$ cat src/rtl/bambu_mem_pkg.sv
// Shared types and helpers for the off-chip memory slave: channel FSM states,
// write-mask decoding and address-window test.
package bambu_mem_pkg;

  localparam int NUM_CH = 2;
  localparam int BYTE_W = 8;
  localparam int SIZE_W = 4;

  typedef enum logic [1:0] {
    IDLE    = 2'd0,
    RD_WAIT = 2'd1,
    WR_WAIT = 2'd2
  } chan_state_e;

  // Bit count to byte-lane mask: 0 -> none, 1..7 -> low bits, 8+ -> full byte.
  function automatic logic [7:0] size_to_mask(input logic [3:0] size);
    logic [7:0] m;
    if (size >= 4'd8) m = 8'hFF;
    else              m = 8'((9'd1 << size) - 9'd1);
    return m;
  endfunction

  function automatic logic in_window(input logic [31:0] addr,
                                     input int unsigned base,
                                     input int unsigned size);
    return (addr >= base) && (addr < base + size);
  endfunction

endpackage

$ cat src/rtl/bambu_mem_chan_ctrl.sv
// One bus channel: accepts a read or write in IDLE, counts out the programmed
// latency and emits a one-cycle DataRdy pulse with the read byte.
module bambu_mem_chan_ctrl
  import bambu_mem_pkg::*;
#(
  parameter int ADDR_W    = 7,
  parameter int MEMSIZE   = 64,
  parameter int BASE_ADDR = 0,
  parameter int RD_DELAY  = 2,
  parameter int WR_DELAY  = 1
) (
  input  logic              clk_i,
  input  logic              rst_i,
  input  logic              oe_i,
  input  logic              we_i,
  input  logic [ADDR_W-1:0] addr_i,
  input  logic [7:0]        rd_byte_i,
  output logic              wr_accept_o,
  output logic              dual_req_o,
  output logic [7:0]        rdata_o,
  output logic              data_rdy_o
);

  localparam int MAX_DELAY = (RD_DELAY > WR_DELAY) ? RD_DELAY : WR_DELAY;
  localparam int CNT_W     = $clog2(MAX_DELAY) + 1;
  localparam logic [CNT_W-1:0] RD_LAST = CNT_W'(RD_DELAY);
  localparam logic [CNT_W-1:0] WR_LAST = CNT_W'(WR_DELAY);

  chan_state_e      state_q;
  logic [CNT_W-1:0] cnt_q;
  logic [CNT_W-1:0] cnt_d;
  logic [7:0]       data_q;
  logic [7:0]       rdata_q;
  logic             rdy_q;

  logic idle;
  logic hit;
  logic rd_accept;
  logic wr_accept;

  // Handshake: the master raises oe or we and holds it until it sees DataRdy;
  // only IDLE accepts, so a held request is one transaction, and the earliest
  // next acceptance is the edge after the DataRdy cycle.
  assign idle      = (state_q == IDLE);
  assign hit       = in_window(32'(addr_i), BASE_ADDR, MEMSIZE);
  assign rd_accept = idle & hit & oe_i & ~we_i & ~rst_i;
  assign wr_accept = idle & hit & we_i & ~oe_i & ~rst_i;
  assign cnt_d     = cnt_q + 1'b1;

  assign wr_accept_o = wr_accept;
  assign dual_req_o  = idle & oe_i & we_i;
  assign rdata_o     = rdata_q;
  assign data_rdy_o  = rdy_q;

  always_ff @(posedge clk_i) begin
    if (rst_i) begin
      state_q <= IDLE;
      cnt_q   <= '0;
      data_q  <= '0;
      rdata_q <= '0;
      rdy_q   <= 1'b0;
    end else begin
      rdy_q   <= 1'b0;
      rdata_q <= '0;
      case (state_q)
        IDLE: begin
          if (rd_accept) begin
            data_q  <= rd_byte_i;
            state_q <= RD_WAIT;
            cnt_q   <= CNT_W'(1);
          end else if (wr_accept) begin
            state_q <= WR_WAIT;
            cnt_q   <= CNT_W'(1);
          end
        end
        RD_WAIT: begin
          if (cnt_q == RD_LAST) begin
            rdy_q   <= 1'b1;
            rdata_q <= data_q;
            state_q <= IDLE;
            cnt_q   <= '0;
          end else begin
            cnt_q <= cnt_d;
          end
        end
        WR_WAIT: begin
          if (cnt_q == WR_LAST) begin
            rdy_q   <= 1'b1;
            state_q <= IDLE;
            cnt_q   <= '0;
          end else begin
            cnt_q <= cnt_d;
          end
        end
        default: begin
          state_q <= IDLE;
          cnt_q   <= '0;
        end
      endcase
    end
  end

endmodule

$ cat src/rtl/bambu_ext_mem_slave.sv
// Two-channel byte memory slave for the HLS Mout_* bus: owns the byte array,
// write arbitration (ch1 over ch0, preload over both) and the sticky error flag.
module bambu_ext_mem_slave
  import bambu_mem_pkg::*;
#(
  parameter int ADDR_W    = 7,
  parameter int MEMSIZE   = 64,
  parameter int BASE_ADDR = 0,
  parameter int RD_DELAY  = 2,
  parameter int WR_DELAY  = 1
) (
  input  logic                       clock,
  input  logic                       reset,
  input  logic [NUM_CH-1:0]          Mout_oe_ram,
  input  logic [NUM_CH-1:0]          Mout_we_ram,
  input  logic [NUM_CH*ADDR_W-1:0]   Mout_addr_ram,
  input  logic [NUM_CH*BYTE_W-1:0]   Mout_Wdata_ram,
  input  logic [NUM_CH*SIZE_W-1:0]   Mout_data_ram_size,
  input  logic                       load_en,
  input  logic [ADDR_W-1:0]          load_addr,
  input  logic [7:0]                 load_data,
  output logic [NUM_CH*BYTE_W-1:0]   M_Rdata_ram,
  output logic [NUM_CH-1:0]          M_DataRdy,
  output logic                       proto_err
);

  localparam int IDX_W = (MEMSIZE > 1) ? $clog2(MEMSIZE) : 1;

  logic [7:0]       mem_q [MEMSIZE];
  logic [IDX_W-1:0] idx     [NUM_CH];
  logic [7:0]       rd_byte [NUM_CH];
  logic [7:0]       wmask   [NUM_CH];
  logic [7:0]       wdata   [NUM_CH];
  logic [NUM_CH-1:0] wr_acc;
  logic [NUM_CH-1:0] dual_req;

  logic             load_in_range;
  logic             load_commit;
  logic [IDX_W-1:0] load_idx;
  logic             proto_err_q;
  logic             proto_err_d;

  for (genvar c = 0; c < NUM_CH; c++) begin : g_ch
    assign idx[c]     = IDX_W'(Mout_addr_ram[c*ADDR_W +: ADDR_W] - ADDR_W'(BASE_ADDR));
    assign rd_byte[c] = mem_q[idx[c]];
    assign wmask[c]   = size_to_mask(Mout_data_ram_size[c*SIZE_W +: SIZE_W]);
    assign wdata[c]   = Mout_Wdata_ram[c*BYTE_W +: BYTE_W];

    bambu_mem_chan_ctrl #(
      .ADDR_W   (ADDR_W),
      .MEMSIZE  (MEMSIZE),
      .BASE_ADDR(BASE_ADDR),
      .RD_DELAY (RD_DELAY),
      .WR_DELAY (WR_DELAY)
    ) u_chan (
      .clk_i      (clock),
      .rst_i      (reset),
      .oe_i       (Mout_oe_ram[c]),
      .we_i       (Mout_we_ram[c]),
      .addr_i     (Mout_addr_ram[c*ADDR_W +: ADDR_W]),
      .rd_byte_i  (rd_byte[c]),
      .wr_accept_o(wr_acc[c]),
      .dual_req_o (dual_req[c]),
      .rdata_o    (M_Rdata_ram[c*BYTE_W +: BYTE_W]),
      .data_rdy_o (M_DataRdy[c])
    );
  end

  assign load_in_range = (32'(load_addr) < 32'(MEMSIZE));
  assign load_commit   = load_en & load_in_range;
  assign load_idx      = IDX_W'(load_addr);

  // Later non-blocking writes win: ch1 over ch0, preload over both.
  // Reads sample mem_q before this edge, so a same-cycle read sees the old byte.
  always_ff @(posedge clock) begin
    for (int c = 0; c < NUM_CH; c++) begin
      if (wr_acc[c]) begin
        mem_q[idx[c]] <= (wdata[c] & wmask[c]) | (mem_q[idx[c]] & ~wmask[c]);
      end
    end
    if (load_commit) begin
      mem_q[load_idx] <= load_data;
    end
  end

  assign proto_err_d = proto_err_q | (|dual_req) |
                       (load_en & ~load_in_range) | (load_en & (|wr_acc));

  always_ff @(posedge clock) begin
    if (reset) proto_err_q <= 1'b0;
    else       proto_err_q <= proto_err_d;
  end

  assign proto_err = proto_err_q;

endmodule

$ cat config.mk
export PLATFORM = sky130hd
export DESIGN_NAME = bambu_ext_mem_slave
export DESIGN_NICKNAME = d
export VERILOG_FILES = /design/src/rtl/bambu_mem_pkg.sv /design/src/rtl/bambu_mem_chan_ctrl.sv /design/src/rtl/bambu_ext_mem_slave.sv
export SDC_FILE = /design/constraint.sdc
export NUM_CORES = 1
export LEC_CHECK = 0
export CAP_MARGIN = 20
export CORE_ASPECT_RATIO = 0.7
export CORE_MARGIN = 2
export CORE_UTILIZATION = 28
export DETAILED_ROUTE_END_ITERATION = 6
export PLACE_DENSITY = 0.39
export SLEW_MARGIN = 25
export SYNTH_ARGS = -nofsm -noshare
export SYNTH_HDL_FRONTEND = slang
export SYNTH_SLANG_ARGS = --single-unit
$ cat constraint.sdc
create_clock -name clock -period 3.8 [get_ports clock]
set_input_delay 0.76 -clock clock [delete_from_list [all_inputs] [get_ports clock]]
set_output_delay 0.76 -clock clock [all_outputs]
set_load 0.05 [all_outputs]
* Word level (Yosys, flattened, before mapping)
Memories as Yosys holds them, arrays and structs flattened.
Cells that the tools add are included.
** Cells by class
- Add/sub/neg operators :: 4
- Bitwise operators :: 42
- Equal/unequal tests :: 14
- Reductions and logical operators :: 10
- Shift operators :: 2
- Order comparisons :: 5
- Multiplexer cells :: 34
** Operators by type and width (count)
- 8-bit AND :: 4
- 2-bit 2-to-1 mux :: 16
- 2-bit one-hot mux with 3 select lines :: 4
- 1-bit AND :: 21
- 7-bit < comparator (second input constant) :: 3
- 8-bit 2-to-1 mux :: 2
- 8-bit inverter :: 2
- 8-bit bitwise OR :: 2
- 1-bit by 4-bit left shift with 8-bit output (first input constant) :: 2
- 8-bit by 1-bit subtractor with 8-bit output (second input constant) :: 2
- 1-bit 2-to-1 mux :: 10
- 1-bit inverter :: 10
- 2-bit by 1-bit equality test with 1-bit output (second input constant) :: 4
- 2-bit equality test (second input constant) :: 4
- 4-bit >= comparator (second input constant) :: 2
- 2-bit by 1-bit inequality test with 1-bit output (second input constant) :: 4
- 3-bit inequality test (second input constant) :: 2
- 3-bit AND reduction :: 2
- 3-bit OR reduction :: 2
- 2-bit by 1-bit adder with 2-bit output (second input constant) :: 2
- 2-bit logical NOT :: 2
- 1-bit one-hot mux with 2 select lines :: 2
- 2-bit AND reduction :: 2
- 2-bit OR reduction :: 2
- 1-bit bitwise OR :: 3
** Storage, ports and cells
- Memories :: 1
- Word-level logic and storage cells :: 123
- Memory bits (writable) :: 512
- Register bits after elaboration :: 43
- Output and inout port bits :: 19
- Input bits :: 60
** Memories
- mem_q :: depth 64, width 8, rd ports 2, clocked after Yosys merged registers in 0, write ports 3, line bambu_ext_mem_slave.sv:29 : logic [7:0] mem_q [MEMSIZE];

* Logic depth before layout (Yosys ltp)
Gate-level depths: netlist of run 1.
- Depth after elaboration :: 8
- Mapped depth :: 15
- Depth with buffers taken out :: 9

* Cells and area by module
Synthesis of run 1 repeated with hierarchy kept, for this count alone.
** Unflattened totals
- Cell total of the unflattened synthesis :: 3470
- Area total of the unflattened synthesis :: 38201.6 µm²
** By module, submodules not included
- bambu_ext_mem_slave :: cells an instance 3284, instances 1, area each 36401.2 µm²
- bambu_mem_chan_ctrl at g_ch[1].u_chan :: cells an instance 93, instances 1, area each 903.4 µm²
- bambu_mem_chan_ctrl at g_ch[0].u_chan :: cells an instance 93, instances 1, area each 897.1 µm²

* Least setup slack after synthesis of run 1
No wires, ideal clock.
- Kind :: input -> register
- From :: in reset
- To :: mem mem_q[32][0] (enable)
- Slack :: 0.261 ns
- Path buffers :: 1
- Arrival time :: 3.135 ns
- Stages on the path :: 4
- Path through :: clkbuf_1 nor4_1 nand2_1 o311ai_0
** RTL lines
- start, declared :: line bambu_ext_mem_slave.sv:13 : input logic reset,
- end, declared :: line bambu_ext_mem_slave.sv:29

==> summary.md, run 1 <==
| Metric | Value |
|---|---|
| Status | finished with violations |
| Failing checks | DRC, setup timing |
| Crit path time final | roughly 3.8 ns |
| Worst flop-to-flop path startpoint | mem_q[53][3] |
| GPL Wtd Cong | roughly 1.0 |
| Count of boundary I/O pins | 79 |
| Reg clk slew, reported paths | around 0.060 ns |
| Synth warn | 0 |
| Final Instance Area | roughly 0.053 mm² |
| Number of global-route vias before repair | between 40,000 and 50,000 |
| Hold_buf cts | 0 |
| Die area | around 0.15 mm² |
| First-pass GRT wire length | around 360,000 µm |
| Worst Path Max Fanout | 64 |
| Crit path required time | between 4 and 5 ns |
| Number of routed nets with antenna violations | 0 |
| TNS Setup | -0.0153 ns |
| Worst Hold Class | flip-flop to flip-flop |
| Syn_nets | approximately 4,600 |
| Synth async-reset ratio | 0% |
| Clock Latency Late Sink | 0.71 ns |
| Core area | 0.145 mm² |
| DRT iter0 DRCs | between 7,000 and 8,000 |
| Peak supply drop | just over 0.4 mV |
| Hold Path Origin | g_ch[1].u_chan.data_q[7] |
| DP Area | 0.0507 mm² |
| CP startpoint | Mout_addr_ram[2] |
| Period utilization | 100% |
| Max Clock Freq | around 260 MHz |
| Area grow syn2layout | 29.4% |
| Initial antenna violation count | 9 |
| Maximum number of pins on one net before global-route repair | 65 |
| Drt total wl | between 200,000 and 300,000 µm |
| Slowest CP cell | nor4_2 |
| Maximum clock path buffer count | 3 |
| Clock Tree Root | clkbuf_16 |
| Cell repeated most along the worst path | buf_4 |
| Number of synthesized flops with an enable pin | roughly 500 |
| CP endpoint kind | flip-flop |
| CTS buffer count | 67 |
| Via Count | around 45,000 |
| HPWL Detailed | between 150,000 and 200,000 µm |
| Filler cells | ~15,000 |
| Final hold viol count | 0 |
| Setup crit start kind | input pin |
| GRT overflow | 0 |
| First-pass DRT Iterations | 7 |
| Detailed-route DRC error count | 5 |
| GRT Util Overall | between 30% and 40% |
| Cell count after synthesis | between 4,000 and 5,000 |
| Max_slew headroom | 20.9% |
| Unrepaired setup endpoints after global routing | false |
| Final WS setup | -0.0153 ns |
| Sink Count | 555 |
| Die width | roughly 460 µm |
| CP Cell Sequence | buf_8 -> buf_4 -> buf_4 -> mux2i_1 -> mux4_2 -> a21oi_1 -> nor4_2 -> buf_4 -> nand4_1 -> buf_12 -> a22oi_1 -> o21ai_0 |
| Row cnt | approximately 120 |
| Top_reg_cell synth | edfxtp_1 |
| Max H-tree Level | 3 |
| Worst endpoint data arrival time | 4.23 ns |
| Die Span Y | around 320 µm |
| Cell variety after synth | 93 |
| Detailed-route wire length per cell | 37.9 µm |
| Final setup fails | 1 |
| Crit Path Category | input pin to flip-flop |
| Final core utilization | between 30% and 40% |
| Layout net count | 5,098 |
| Leakage | roughly 19 nW |
| Max-slew violation count | 0 |
| Syn_area_per_cell | roughly 9 µm² |
| Storage element area | approximately 0.016 mm² |
| Share of layout cells above drive strength 1 | 24.8% |
| TritonCTS clock tree | built |
| Share of the yosys chip area belonging to registers | about two fifths |
| Multi-input logic area | ~0.022 mm² |
| Initial Utilization | between 20% and 30% |
| Post-Syn Area | 0.0409 mm² |
| Port Buffers | between 70 and 80 |
| Vias per cell | 6.40 |
| Post-synthesis register bit count | between 500 and 600 |
| Power Dens Cells | 343 mW/mm² |
| Max_cap viols | 0 |
| Crit path largest cell delay | around 0.54 ns |
| Actual slew at the worst max-slew pin | roughly 1.2 ns |
| Setup Skew | around 0.043 ns |
==> per-layer routing <==
layer  vias up  share of wire [%]  GRT usage (%)
met5         -              0.018              0
met4         6                4.9           14.9
met3       596                 13           11.1
met2      3345                 39           47.8
met1     22601                 43           49.5
li1      18592                  -              -
==> metrics by stage <==
step | hold slack [ns] | std cells | total power [mW] | setup WS [ns]
final | 0.450 | 7049 | 18.1 | -0.0153
after global routing | 0.467 | 7045 | 18.4 | 0.0133
after CTS | 0.454 | 7045 | 18.0 | 0.0791
after detailed placement | 0.439 | 6922 | 11.3 | -0.612
after global placement | 0.439 | 6922 | 11.3 | -0.562
after floorplan | 0.424 | 4488 | 9.02 | 0.261
==> critical path: cells and delay by family <==
| family | cells | cell delay, ns |
|---|---|---|
| buf+inv | 5 | 1.22 |
| compound gates | 3 | 0.62 |
| mux | 2 | 0.68 |
| simple gates | 2 | 0.69 |
==> placed cells by master, fill, tap and decap left out, drive strengths merged, types with 42 or more instances in the layout <==
cell type,count
nand3,43
a31oi,160
nand2,372
o21ai,454
nor3,400
o211ai,166
buf,899
mux2,58
edfxtp,512
dfxtp,43
a221oi,44
clkbuf,92
a22oi,381
a221o,69
mux2i,208
nor2,472
mux4,52
a21oi,94
clkdlybuf4s50,64
o22ai,42
==> synth_stat cells, types with 47 or more instances <==
cell type  instances  share of area, %
o21ai_1          176               2.2
clkbuf_1         304               2.8
mux2i_1          207               5.1
nand2_1          372               3.4
a221o_1           69               1.7
nor3_2            50               1.2
o211ai_1         161               3.0
o21ai_0          278               3.4
nor3_1           350               4.3
buf_6             47               1.3
mux2_2            48               1.3
a22oi_1          381               7.0
nor2_1           428               3.9
buf_2             93               1.1
a31oi_1          159               2.4
edfxtp_1         512                38
a21oi_1           94               1.2
mux4_2            52               2.9
==> kinds of logic after synthesis <==
kind of cell	synth area share, %
flip-flops	39.7
buffers and inverters	6.11
adder cells (fa/ha/maj)	0.306
AND/OR/NAND/NOR	18.1
XOR/XNOR	0.0643
multiplexers	9.57
AO/OA/AOI/OAI	26.1
==> repair_timing <==
action	CTS	global route
buffers inserted	0	0
gates resized for setup	0	2
endpoints found under the setup margin	0	39
==> power by group <==
part	leakage [nW]	internal [mW]	switching, mW	total [mW]
sequential	4.95	6.80	0.0356	6.83
combinational	13.4	1.65	2.85	4.50
clock	1.04	3.73	3.05	6.79
==> sequential cells by signal (all words and copies together), names as in the netlist <==
name,cells
g_ch.u_chan.data_q,16
g_ch.u_chan.state_q,4
proto_err,1
g_ch.u_chan.data_rdy_o,2
g_ch.u_chan.cnt_q,4
mem_q,512
g_ch.u_chan.rdata_o,16
==> cell type report <==
type                    count  share of cell area (%)
multi-input cells        3421                    42.4
repair buffers            963                    18.1
diodes                      4                  0.0189
well taps                1963                    4.64
flip-flops and latches    555                    30.7
clock inverters            31                   0.566
inverters                  20                   0.142
clock buffers              92                    3.46
==> worst paths after layout <==
check | to | slack [ns] | depth (start not counted)
min | g_ch[1].u_chan.data_q[7] | 0.45 | 2
max reg2reg | mem_q[6][3] | 0.38 | 10
min reg2reg | g_ch[1].u_chan.data_q[7] | 0.45 | 2
max | mem_q[6][3] | -0.02 | 12
No activity file was read; power rests on OpenSTA's default activity.
==> run 2: changes to the inputs <==
HOLD_SLACK_MARGIN = 0.03   (was not set)
==> results of run 2 <==
The final DEF is identical to that of run 1; final timing and power are the same.
